==> config.mk <==
export PLATFORM = sky130hd
export DESIGN_NAME = companion_mood
export DESIGN_NICKNAME = d
export VERILOG_FILES = /design/src/rtl/companion_pkg.sv /design/src/rtl/companion_tick_gen.sv /design/src/rtl/companion_mood.sv
export SDC_FILE = /design/constraint.sdc
export NUM_CORES = 1
export LEC_CHECK = 0
export CAP_MARGIN = 20
export CORE_UTILIZATION = 54
export CTS_BUF_LIST = sky130_fd_sc_hd__clkbuf_4 sky130_fd_sc_hd__clkbuf_8 sky130_fd_sc_hd__clkbuf_16
export DETAILED_ROUTE_END_ITERATION = 12
export GPL_ROUTABILITY_DRIVEN = 0
export PLACE_DENSITY = 0.81
export SETUP_SLACK_MARGIN = 0.15
export SKIP_CTS_REPAIR_TIMING = 1
export SLEW_MARGIN = 20
export SYNTH_ARGS = -nofsm -noshare
export SYNTH_HDL_FRONTEND = slang
export SYNTH_SLANG_ARGS = --single-unit
==> constraint.sdc <==
create_clock -name clk -period 3.7 [get_ports clk]
set_clock_uncertainty 0.1 [all_clocks]
set_input_delay 0.74 -clock clk [delete_from_list [all_inputs] [get_ports clk]]
set_output_delay 0.74 -clock clk [all_outputs]
set_load 0.005 [all_outputs]
==> src/rtl/companion_pkg.sv <==
// companion_pkg
// Shared definitions for the companion blocks (status, mood, display):
// the mood encoding, its width and the default stat ceiling.
// No ports; imported with "import companion_pkg::*;".
package companion_pkg;

   localparam int MOOD_W           = 3;
   localparam int STAT_MAX_DEFAULT = 100;

   typedef enum logic [MOOD_W-1:0] {
      MOOD_HAPPY   = 3'd0,
      MOOD_CONTENT = 3'd1,
      MOOD_HUNGRY  = 3'd2,
      MOOD_DIRTY   = 3'd3,
      MOOD_SAD     = 3'd4,
      MOOD_SICK    = 3'd5,
      MOOD_DEAD    = 3'd6
   } mood_e;

   // Moods that drive the blinking attention LED.
   function automatic logic mood_alerting(input mood_e m);
      return (m == MOOD_HUNGRY) || (m == MOOD_DIRTY) ||
             (m == MOOD_SAD)    || (m == MOOD_SICK);
   endfunction

endpackage

==> src/rtl/companion_tick_gen.sv <==
// companion_tick_gen
// One-cycle strobe every CLOCK_FREQ clock cycles (1 Hz at the nominal clock).
// The phase counter wraps at CLOCK_FREQ-1; CLOCK_FREQ=1 strobes every cycle.
// Ports:
//   clk  in   system clock
//   rst  in   asynchronous, active-low reset (clears the phase)
//   tick out  one-cycle strobe
module companion_tick_gen #(
   parameter int CLOCK_FREQ = 50_000_000
) (
   input  logic clk,
   input  logic rst,
   output logic tick
);

   localparam int               CNT_W    = (CLOCK_FREQ > 1) ? $clog2(CLOCK_FREQ) : 1;
   localparam logic [CNT_W-1:0] CNT_LAST = CNT_W'(CLOCK_FREQ - 1);

   logic [CNT_W-1:0] cnt;

   always_ff @(posedge clk or negedge rst) begin
      if (!rst)                cnt <= '0;
      else if (cnt == CNT_LAST) cnt <= '0;
      else                     cnt <= cnt + 1'b1;
   end

   assign tick = (cnt == CNT_LAST);

endmodule

==> src/rtl/companion_mood.sv <==
// companion_mood
// Classifies the four companion stats into one mood with hysteresis on the
// individual condition flags and a sickness-to-death timer. Three register
// stages: clamp inputs, update flags, update mood and LED outputs.
// Ports:
//   clk          in   system clock
//   rst          in   asynchronous, active-low reset
//   health       in   stat from companion_status
//   happiness    in   stat from companion_status
//   clean        in   stat from companion_status
//   hunger       in   stat from companion_status (0 = full)
//   mood         out  mood code (companion_pkg::mood_e)
//   mood_changed out  one-cycle pulse when mood takes a new value
//   alert        out  attention LED
//   dead         out  high while mood is DEAD
module companion_mood
   import companion_pkg::*;
#(
   parameter int CLOCK_FREQ   = 50_000_000,
   parameter int DATA_W       = 32,
   parameter int STAT_MAX     = STAT_MAX_DEFAULT,
   parameter int LOW_THRESH   = 25,
   parameter int HIGH_THRESH  = 75,
   parameter int HYST         = 5,
   parameter int SICK_SECONDS = 10
) (
   input  logic              clk,
   input  logic              rst,
   input  logic [DATA_W-1:0] health,
   input  logic [DATA_W-1:0] happiness,
   input  logic [DATA_W-1:0] clean,
   input  logic [DATA_W-1:0] hunger,
   output logic [MOOD_W-1:0] mood,
   output logic              mood_changed,
   output logic              alert,
   output logic              dead
);

   localparam logic [DATA_W-1:0] STAT_MAX_V = DATA_W'(STAT_MAX);
   localparam logic [DATA_W-1:0] LOW_SET_V  = DATA_W'(LOW_THRESH);
   localparam logic [DATA_W-1:0] LOW_CLR_V  = DATA_W'(LOW_THRESH + HYST);
   localparam logic [DATA_W-1:0] HIGH_SET_V = DATA_W'(HIGH_THRESH);
   localparam logic [DATA_W-1:0] HIGH_CLR_V = DATA_W'(HIGH_THRESH - HYST);
   localparam int                SICK_W     = $clog2(SICK_SECONDS + 1);
   localparam logic [SICK_W-1:0] SICK_MAX   = SICK_W'(SICK_SECONDS);

   function automatic logic [DATA_W-1:0] clamp_stat(input logic [DATA_W-1:0] v);
      return (v > STAT_MAX_V) ? STAT_MAX_V : v;
   endfunction

   // Flag raised by a low value, released only once the value climbs
   // HYST above the threshold; in between it holds.
   function automatic logic hyst_low(input logic cur, input logic [DATA_W-1:0] v);
      if (v < LOW_SET_V)   return 1'b1;
      if (v >= LOW_CLR_V)  return 1'b0;
      return cur;
   endfunction

   function automatic logic hyst_high(input logic cur, input logic [DATA_W-1:0] v);
      if (v > HIGH_SET_V)  return 1'b1;
      if (v <= HIGH_CLR_V) return 1'b0;
      return cur;
   endfunction

   logic tick;

   companion_tick_gen #(
      .CLOCK_FREQ (CLOCK_FREQ)
   ) u_tick (
      .clk  (clk),
      .rst  (rst),
      .tick (tick)
   );

   // ---- stage 1: registered, clamped stats ----
   logic [DATA_W-1:0] health_p0, happiness_p0, clean_p0, hunger_p0;

   always_ff @(posedge clk or negedge rst) begin
      if (!rst) begin
         health_p0    <= STAT_MAX_V;
         happiness_p0 <= STAT_MAX_V;
         clean_p0     <= STAT_MAX_V;
         hunger_p0    <= '0;
      end else begin
         health_p0    <= clamp_stat(health);
         happiness_p0 <= clamp_stat(happiness);
         clean_p0     <= clamp_stat(clean);
         hunger_p0    <= clamp_stat(hunger);
      end
   end

   // ---- stage 2: condition flags ----
   // thriving_p1 resets high so it agrees with the reset stats (full
   // health and happiness); otherwise mood would dip to CONTENT after reset.
   logic low_health_p1, dirty_p1, sad_p1, hungry_p1, zero_p1, thriving_p1;

   always_ff @(posedge clk or negedge rst) begin
      if (!rst) begin
         low_health_p1 <= 1'b0;
         dirty_p1      <= 1'b0;
         sad_p1        <= 1'b0;
         hungry_p1     <= 1'b0;
         zero_p1       <= 1'b0;
         thriving_p1   <= 1'b1;
      end else begin
         low_health_p1 <= hyst_low(low_health_p1, health_p0);
         dirty_p1      <= hyst_low(dirty_p1, clean_p0);
         sad_p1        <= hyst_low(sad_p1, happiness_p0);
         hungry_p1     <= hyst_high(hungry_p1, hunger_p0);
         zero_p1       <= (health_p0 == '0);
         thriving_p1   <= (happiness_p0 >= HIGH_SET_V) && (health_p0 >= HIGH_SET_V);
      end
   end

   // ---- stage 3: mood, sick timer and LED outputs ----
   mood_e             mood_p2, mood_nxt;
   logic              changed_p2, alert_p2, dead_p2, alert_nxt;
   logic [SICK_W-1:0] sick_cnt_p2;

   always_comb begin
      mood_nxt = MOOD_CONTENT;
      if ((mood_p2 == MOOD_DEAD) || zero_p1 || (sick_cnt_p2 == SICK_MAX))
         mood_nxt = MOOD_DEAD;
      else if (low_health_p1) mood_nxt = MOOD_SICK;
      else if (hungry_p1)     mood_nxt = MOOD_HUNGRY;
      else if (dirty_p1)      mood_nxt = MOOD_DIRTY;
      else if (sad_p1)        mood_nxt = MOOD_SAD;
      else if (thriving_p1)   mood_nxt = MOOD_HAPPY;

      // Entering any alert mood (including from another alert mood)
      // restarts the blink phase at 1.
      alert_nxt = 1'b0;
      if (mood_nxt == MOOD_DEAD)
         alert_nxt = 1'b1;
      else if (mood_alerting(mood_nxt))
         alert_nxt = (mood_nxt != mood_p2) ? 1'b1 : (tick ? ~alert_p2 : alert_p2);
   end

   always_ff @(posedge clk or negedge rst) begin
      if (!rst) begin
         mood_p2     <= MOOD_HAPPY;
         changed_p2  <= 1'b0;
         alert_p2    <= 1'b0;
         dead_p2     <= 1'b0;
         sick_cnt_p2 <= '0;
      end else begin
         mood_p2    <= mood_nxt;
         changed_p2 <= (mood_nxt != mood_p2);
         alert_p2   <= alert_nxt;
         dead_p2    <= (mood_nxt == MOOD_DEAD);
         if (mood_p2 != MOOD_SICK)
            sick_cnt_p2 <= '0;
         else if (tick && (sick_cnt_p2 != SICK_MAX))
            sick_cnt_p2 <= sick_cnt_p2 + 1'b1;
      end
   end

   assign mood         = mood_p2;
   assign mood_changed = changed_p2;
   assign alert        = alert_p2;
   assign dead         = dead_p2;

endmodule

Word-level counts from Yosys, hierarchy flattened
Cells that the tools add are included.
Widths: inputs -> output; s select.
{"block": "word_totals", "regBits": 170, "inputBits": 130, "elab_cells": 103}
{"block": "op_classes", "n_addsub": 2, "n_lt_le_gt_ge": 14, "n_eq_ne": 12, "mux": 45, "bitwise": 1, "reduce_logical": 13}
{"cell": "$gt 32x7->1 const B", "n": 5}
{"cell": "$mux 32", "n": 4}
{"cell": "$ge 32x5->1 const B", "n": 3}
{"cell": "$lt 32x5->1 const B", "n": 3}
{"cell": "$ge 32x7->1 const B", "n": 2}
{"cell": "$mux 1", "n": 33}
{"cell": "$le 32x7->1 const B", "n": 1}
{"cell": "$logic_not 32->1", "n": 1}
{"cell": "$add 26x1->26 const B", "n": 1}
{"cell": "$eq 26x26->1 const B", "n": 1}
{"cell": "$mux 26", "n": 1}
{"cell": "$mux 3", "n": 5}
{"cell": "$eq 3x3->1 const B", "n": 4}
{"cell": "$reduce_bool 2->1", "n": 5}
{"cell": "$mux 4", "n": 2}
{"cell": "$eq 3x2->1 const B", "n": 2}
{"cell": "$logic_or 1x1->1", "n": 5}
{"cell": "$add 4x1->4 const B", "n": 1}
{"cell": "$eq 4x4->1 const B", "n": 1}
{"cell": "$ne 4x3->1 const B", "n": 1}
{"cell": "$ne 4x4->1 const B", "n": 1}
{"cell": "$ne 3x3->1", "n": 1}
{"cell": "$ne 3x3->1 const B", "n": 1}
{"cell": "$logic_and 1x1->1", "n": 2}
{"cell": "$not 1->1", "n": 1}

Longest topological paths before layout
{"block": "depth", "word_depth": 12, "ltp_mapped": 7}

Cells and area by module
From an unflattened synthesis, not the netlist that was laid out.
{"block": "hier_totals", "hier_cells": 473, "hier_area_um2": 6093.3}
{"module": "companion_mood", "n_inst": 1, "cells_each": 339, "area_per_inst_um2": 4755.8, "seq_area_each_um2": 3616.0}
{"module": "companion_tick_gen", "n_inst": 1, "cells_each": 134, "area_per_inst_um2": 1337.5, "seq_area_each_um2": 650.6}

Worst setup path after synthesis
Ideal clock, no wire load.
{"block": "synth_path", "kind": "register to register", "from": "register sick_cnt_p2[0]", "to": "register changed_p2, in the netlist mood_changed", "t_arrival_ps": 1655, "required_ps": 3450, "slack_ps": 1795, "path_stages_with_launch": 7, "n_path_buf": 0, "cell_sequence": "dfrtp_1 inv_1 ha_1 and3b_1 or2_1 o41ai_1 o21ai_0"}
{"block": "synth_via", "elab_chain_len": 4}
{"element": "start: declaration", "line": "companion_mood.sv:118", "source": "logic [SICK_W-1:0] sick_cnt_p2;"}
{"element": "start signal: assignment", "line": "companion_mood.sv:154", "source": "sick_cnt_p2 <= sick_cnt_p2 + 1'b1;"}
{"element": "$eq 4x4->1", "line": "companion_mood.sv:122", "source": "if ((mood_p2 == MOOD_DEAD) || zero_p1 || (sick_cnt_p2 == SICK_MAX))"}
{"element": "$logic_or 1x1->1", "line": "companion_mood.sv:122"}
{"element": "$mux 3", "line": "companion_mood.sv:122"}
{"element": "$ne 3x3->1", "line": "companion_mood.sv:148", "source": "changed_p2 <= (mood_nxt != mood_p2);"}
{"element": "end signal: assignment", "line": "companion_mood.sv:148"}
{"element": "end: declaration", "line": "companion_mood.sv:117", "source": "logic changed_p2, alert_p2, dead_p2, alert_nxt;"}
No other way between the ends.
A chain may end at the register's enable or synchronous reset.

Final worst setup path
{"block": "layout_path", "from": "register u_tick.cnt[0]", "to": "register u_tick.cnt[14]"}
{"block": "layout_via", "elab_chain_len": 2}
{"element": "start: declaration", "line": "companion_tick_gen.sv:19", "source": "logic [CNT_W-1:0] cnt;"}
{"element": "start signal: assignment", "line": "companion_tick_gen.sv:24", "source": "else cnt <= cnt + 1'b1;"}
{"element": "$add 26x1->26 / $eq 26x26->1 (equally long branches)", "line": "companion_tick_gen.sv:24, companion_tick_gen.sv:23"}
{"element": "$mux 26 (*)", "line": "companion_tick_gen.sv:23", "source": "else if (cnt == CNT_LAST) cnt <= '0;"}
Every way passes the cells marked *; elsewhere a longest branch is shown, timed or not.

==> flow_metrics.env <==
export IMPL_yosysSeqAreaShare_pct=68.7
export IMPL_globalRouteOverflowTotal=0
export IMPL_vdd_drop_max_mv=0.484
export IMPL_p_switching_mw=0.758
export IMPL_powerDensity_mw_per_mm2=438
export IMPL_worstPathCellList="ha_1 -> nand3_4 -> nor3_4 -> o21ai_0 -> a22o_1"
export IMPL_crit_fanout=16
export IMPL_wire_per_inst_um=14.0
export IMPL_clkSinkCount=170
export IMPL_grt_usage_pct=23.1
export IMPL_period_share_pct=61.3
export IMPL_synth_cell_types=60
export IMPL_worst_setup_path_type="reg -> reg"
export IMPL_p_leak_nw=3.73
export IMPL_nets=861
export IMPL_dieWidth_um=109
export IMPL_drc=0
export IMPL_clkLatencyLatePin_ps=420
export IMPL_maxSlewHeadroom_pct=55.5
export IMPL_clock_power_share_pct=43.6
export IMPL_ys_ff_latch=170
export IMPL_fin_setup_tns_ps=0
export IMPL_drive_above_1_share_pct=8.77
export IMPL_place_ws_ps=1340
export IMPL_fillCellCount=681
export IMPL_avgSynthCellArea_um2=13.0
export IMPL_combPwrFrac_pct=5.6
export IMPL_hpwl_mm=8.89
export IMPL_first_iter_violations=243
export IMPL_place_area_mm2=0.00811
export IMPL_path_clk_slew_ps=60
export IMPL_reg2reg_depth=5
export IMPL_io_buffer_count=135
export IMPL_cp_slowest_stage_delay_ps=570
export IMPL_endpoint_kind="register"
export IMPL_vias=4458
export IMPL_maxCapViolCount=0
export IMPL_max_freq_ghz=0.441
export IMPL_htreeDepth=4
export IMPL_slowest_stage="nor3_4"
export IMPL_critPathBufInv=0
export IMPL_finalCriticalPeriod_ps=2270
export IMPL_arrival_ps=2470
export IMPL_drt_wl_total_mm=12.3
export IMPL_r2r_end="u_tick.cnt[14]"
export IMPL_drtPass1Iterations=4
export IMPL_setup_viol=0
export IMPL_coreArea_mm2=0.0110
export IMPL_async_flop_share_pct=100
export IMPL_ff2ff_setup_slack_ps=1430
export IMPL_antenna_found_initial=0
export IMPL_setup_ws_ps=1430
export IMPL_dieArea_mm2=0.0119
export IMPL_cp_top_family="simple AND/OR/NAND/NOR gates"
export IMPL_io_pins=136
export IMPL_syn_to_final_growth_pct=39.6
export IMPL_reg2reg_from="u_tick.cnt[0]"
export IMPL_holdWs_ps=240
export IMPL_syn_inst=477
export IMPL_ant_nets=0
export IMPL_antenna_cells=0
export IMPL_numCtsBuffers=17
export IMPL_slew_viol_final=0
export IMPL_via_per_inst=5.06
export IMPL_internal_power_mw=3.04
export IMPL_switching_share_pct=20.0
export IMPL_rsz0062_at_grt="false"
export IMPL_syn_area_mm2=0.00621
export IMPL_crit_path_start_kind="register"
export IMPL_cts_buffer_depth=2
export IMPL_cts_tree="yes"
export IMPL_synth_edf_count=0
export IMPL_num_rows=38
export IMPL_required_ps=3900
export IMPL_status="complete, no violations"
export IMPL_clockRootBuffer="clkbuf_16"
export IMPL_hold_violations=0
export IMPL_synthFlopType="dfrtp_1"
export IMPL_seqPwrFrac_pct=50.8
export IMPL_yosys_warnings=0
export IMPL_design_area_mm2=0.00867
export IMPL_start_util_pct=56.3
export IMPL_grt_max_degree=76
export IMPL_hold_path_class="in -> async"
export IMPL_tightest_slew_ps=667
export IMPL_grt_pass1_vias=4602
export IMPL_grt_pass1_wl_mm=20.4
export IMPL_fp_dieH_um=109
layout make-up:
cell class,count,area [um^2],share of cell area (%)
Sequential cell,170,4270,49.2
Multi-Input combinational cell,385,2220,25.6
Timing Repair Buffer,137,1380,15.9
Clock buffer,25,492,5.67
Tap cell,140,175,2.02
Clock inverter,7,72.6,0.837
Inverter,17,63.8,0.736
how the worst max path moves through the flow:
stage | from | to | slack [ps] | cells past startpoint
after floorplan | sick_cnt_p2[0] | mood_changed | 1790 | 6
after global routing | u_tick.cnt[9] | u_tick.cnt[14] | 1250 | 5
after CTS | u_tick.cnt[0] | u_tick.cnt[14] | 1420 | 5
final | u_tick.cnt[0] | u_tick.cnt[14] | 1430 | 5
after detailed placement | happiness[10] | happiness_p0[1] | 1340 | 5
after global placement | hunger[26] | hunger_p0[1] | 1460 | 5
sequential cells by signal, indices dropped and copies added, names as in the netlist, 3 cells and up:
name / flops
happiness_p0: 32
sick_cnt_p2: 4
u_tick.cnt: 26
clean_p0: 32
mood: 3
hunger_p0: 32
health_p0: 32
metrics by stage:
stage                     util, %  cells  power [mW]
after floorplan                 -    576        1.99
after global placement       73.5    849        2.16
after detailed placement     73.5    849        2.18
after CTS                    78.6    881        3.82
after global routing         78.6    881        3.93
final                        78.6    881        3.80
per-layer routing:
layer | share of wire (%) | GRT usage (%) | up-vias
met5 | 0 | 0 | -
met4 | 2.7 | 10.6 | 0
met3 | 4.4 | 6.22 | 37
met2 | 52 | 40.7 | 137
met1 | 41 | 26.1 | 2146
li1 | - | - | 2138
cells by family after synthesis:
group / share of synthesized area, %
AOI/OAI and AO/OA: 4.92
xor gates and xnor gates: 3.53
adders and majority gates: 0.605
buffers and inverters: 1.53
DFF: 68.7
muxes: 0.161
other: 0.0604
and+or+nand+nor: 20.5
Yosys cell counts, drive strengths merged (10+ instances only):
library cell,n,area [um^2]
o21ai,11,55.1
dfrtp,160,4000
xnor2,19,166
nand4,14,109
inv,17,63.8
nor3,18,101
nand2,18,75.1
a21oi,10,50.1
nand3,20,118
nor2,43,161
or3,12,80.1
nor4,52,378
dfstp,10,263
placed cells by master, fill, tap and decap left out, drive strengths merged, types with 4 or more instances in the layout:
master / instances
nor3: 18
clkinv: 4
a21oi: 10
a31oi: 5
or3: 12
nand3: 20
and4: 5
nand4: 14
inv: 17
dfrtp: 160
and2: 8
nand2: 18
conb: 100
dfstp: 10
clkbuf: 25
nor2b: 4
nor2: 43
xor2: 6
nor4: 52
o21ai: 11
xnor2: 19
clkdlybuf4s50: 134
nand2b: 4
power groups by stage:
| stage | registers, mW | clock network, mW | logic (mW) |
|---|---|---|---|
| 6_report | 1.93 | 1.66 | 0.212 |
| 5_1_grt | 1.94 | 1.75 | 0.236 |
| 4_1_cts | 1.93 | 1.68 | 0.212 |
| 3_5_place_dp | 1.97 | 0 | 0.210 |
| 3_3_place_gp | 1.96 | 0 | 0.203 |
| 2_1_floorplan | 1.96 | 0 | 0.0271 |
Power figures use the tool's default switching activity.
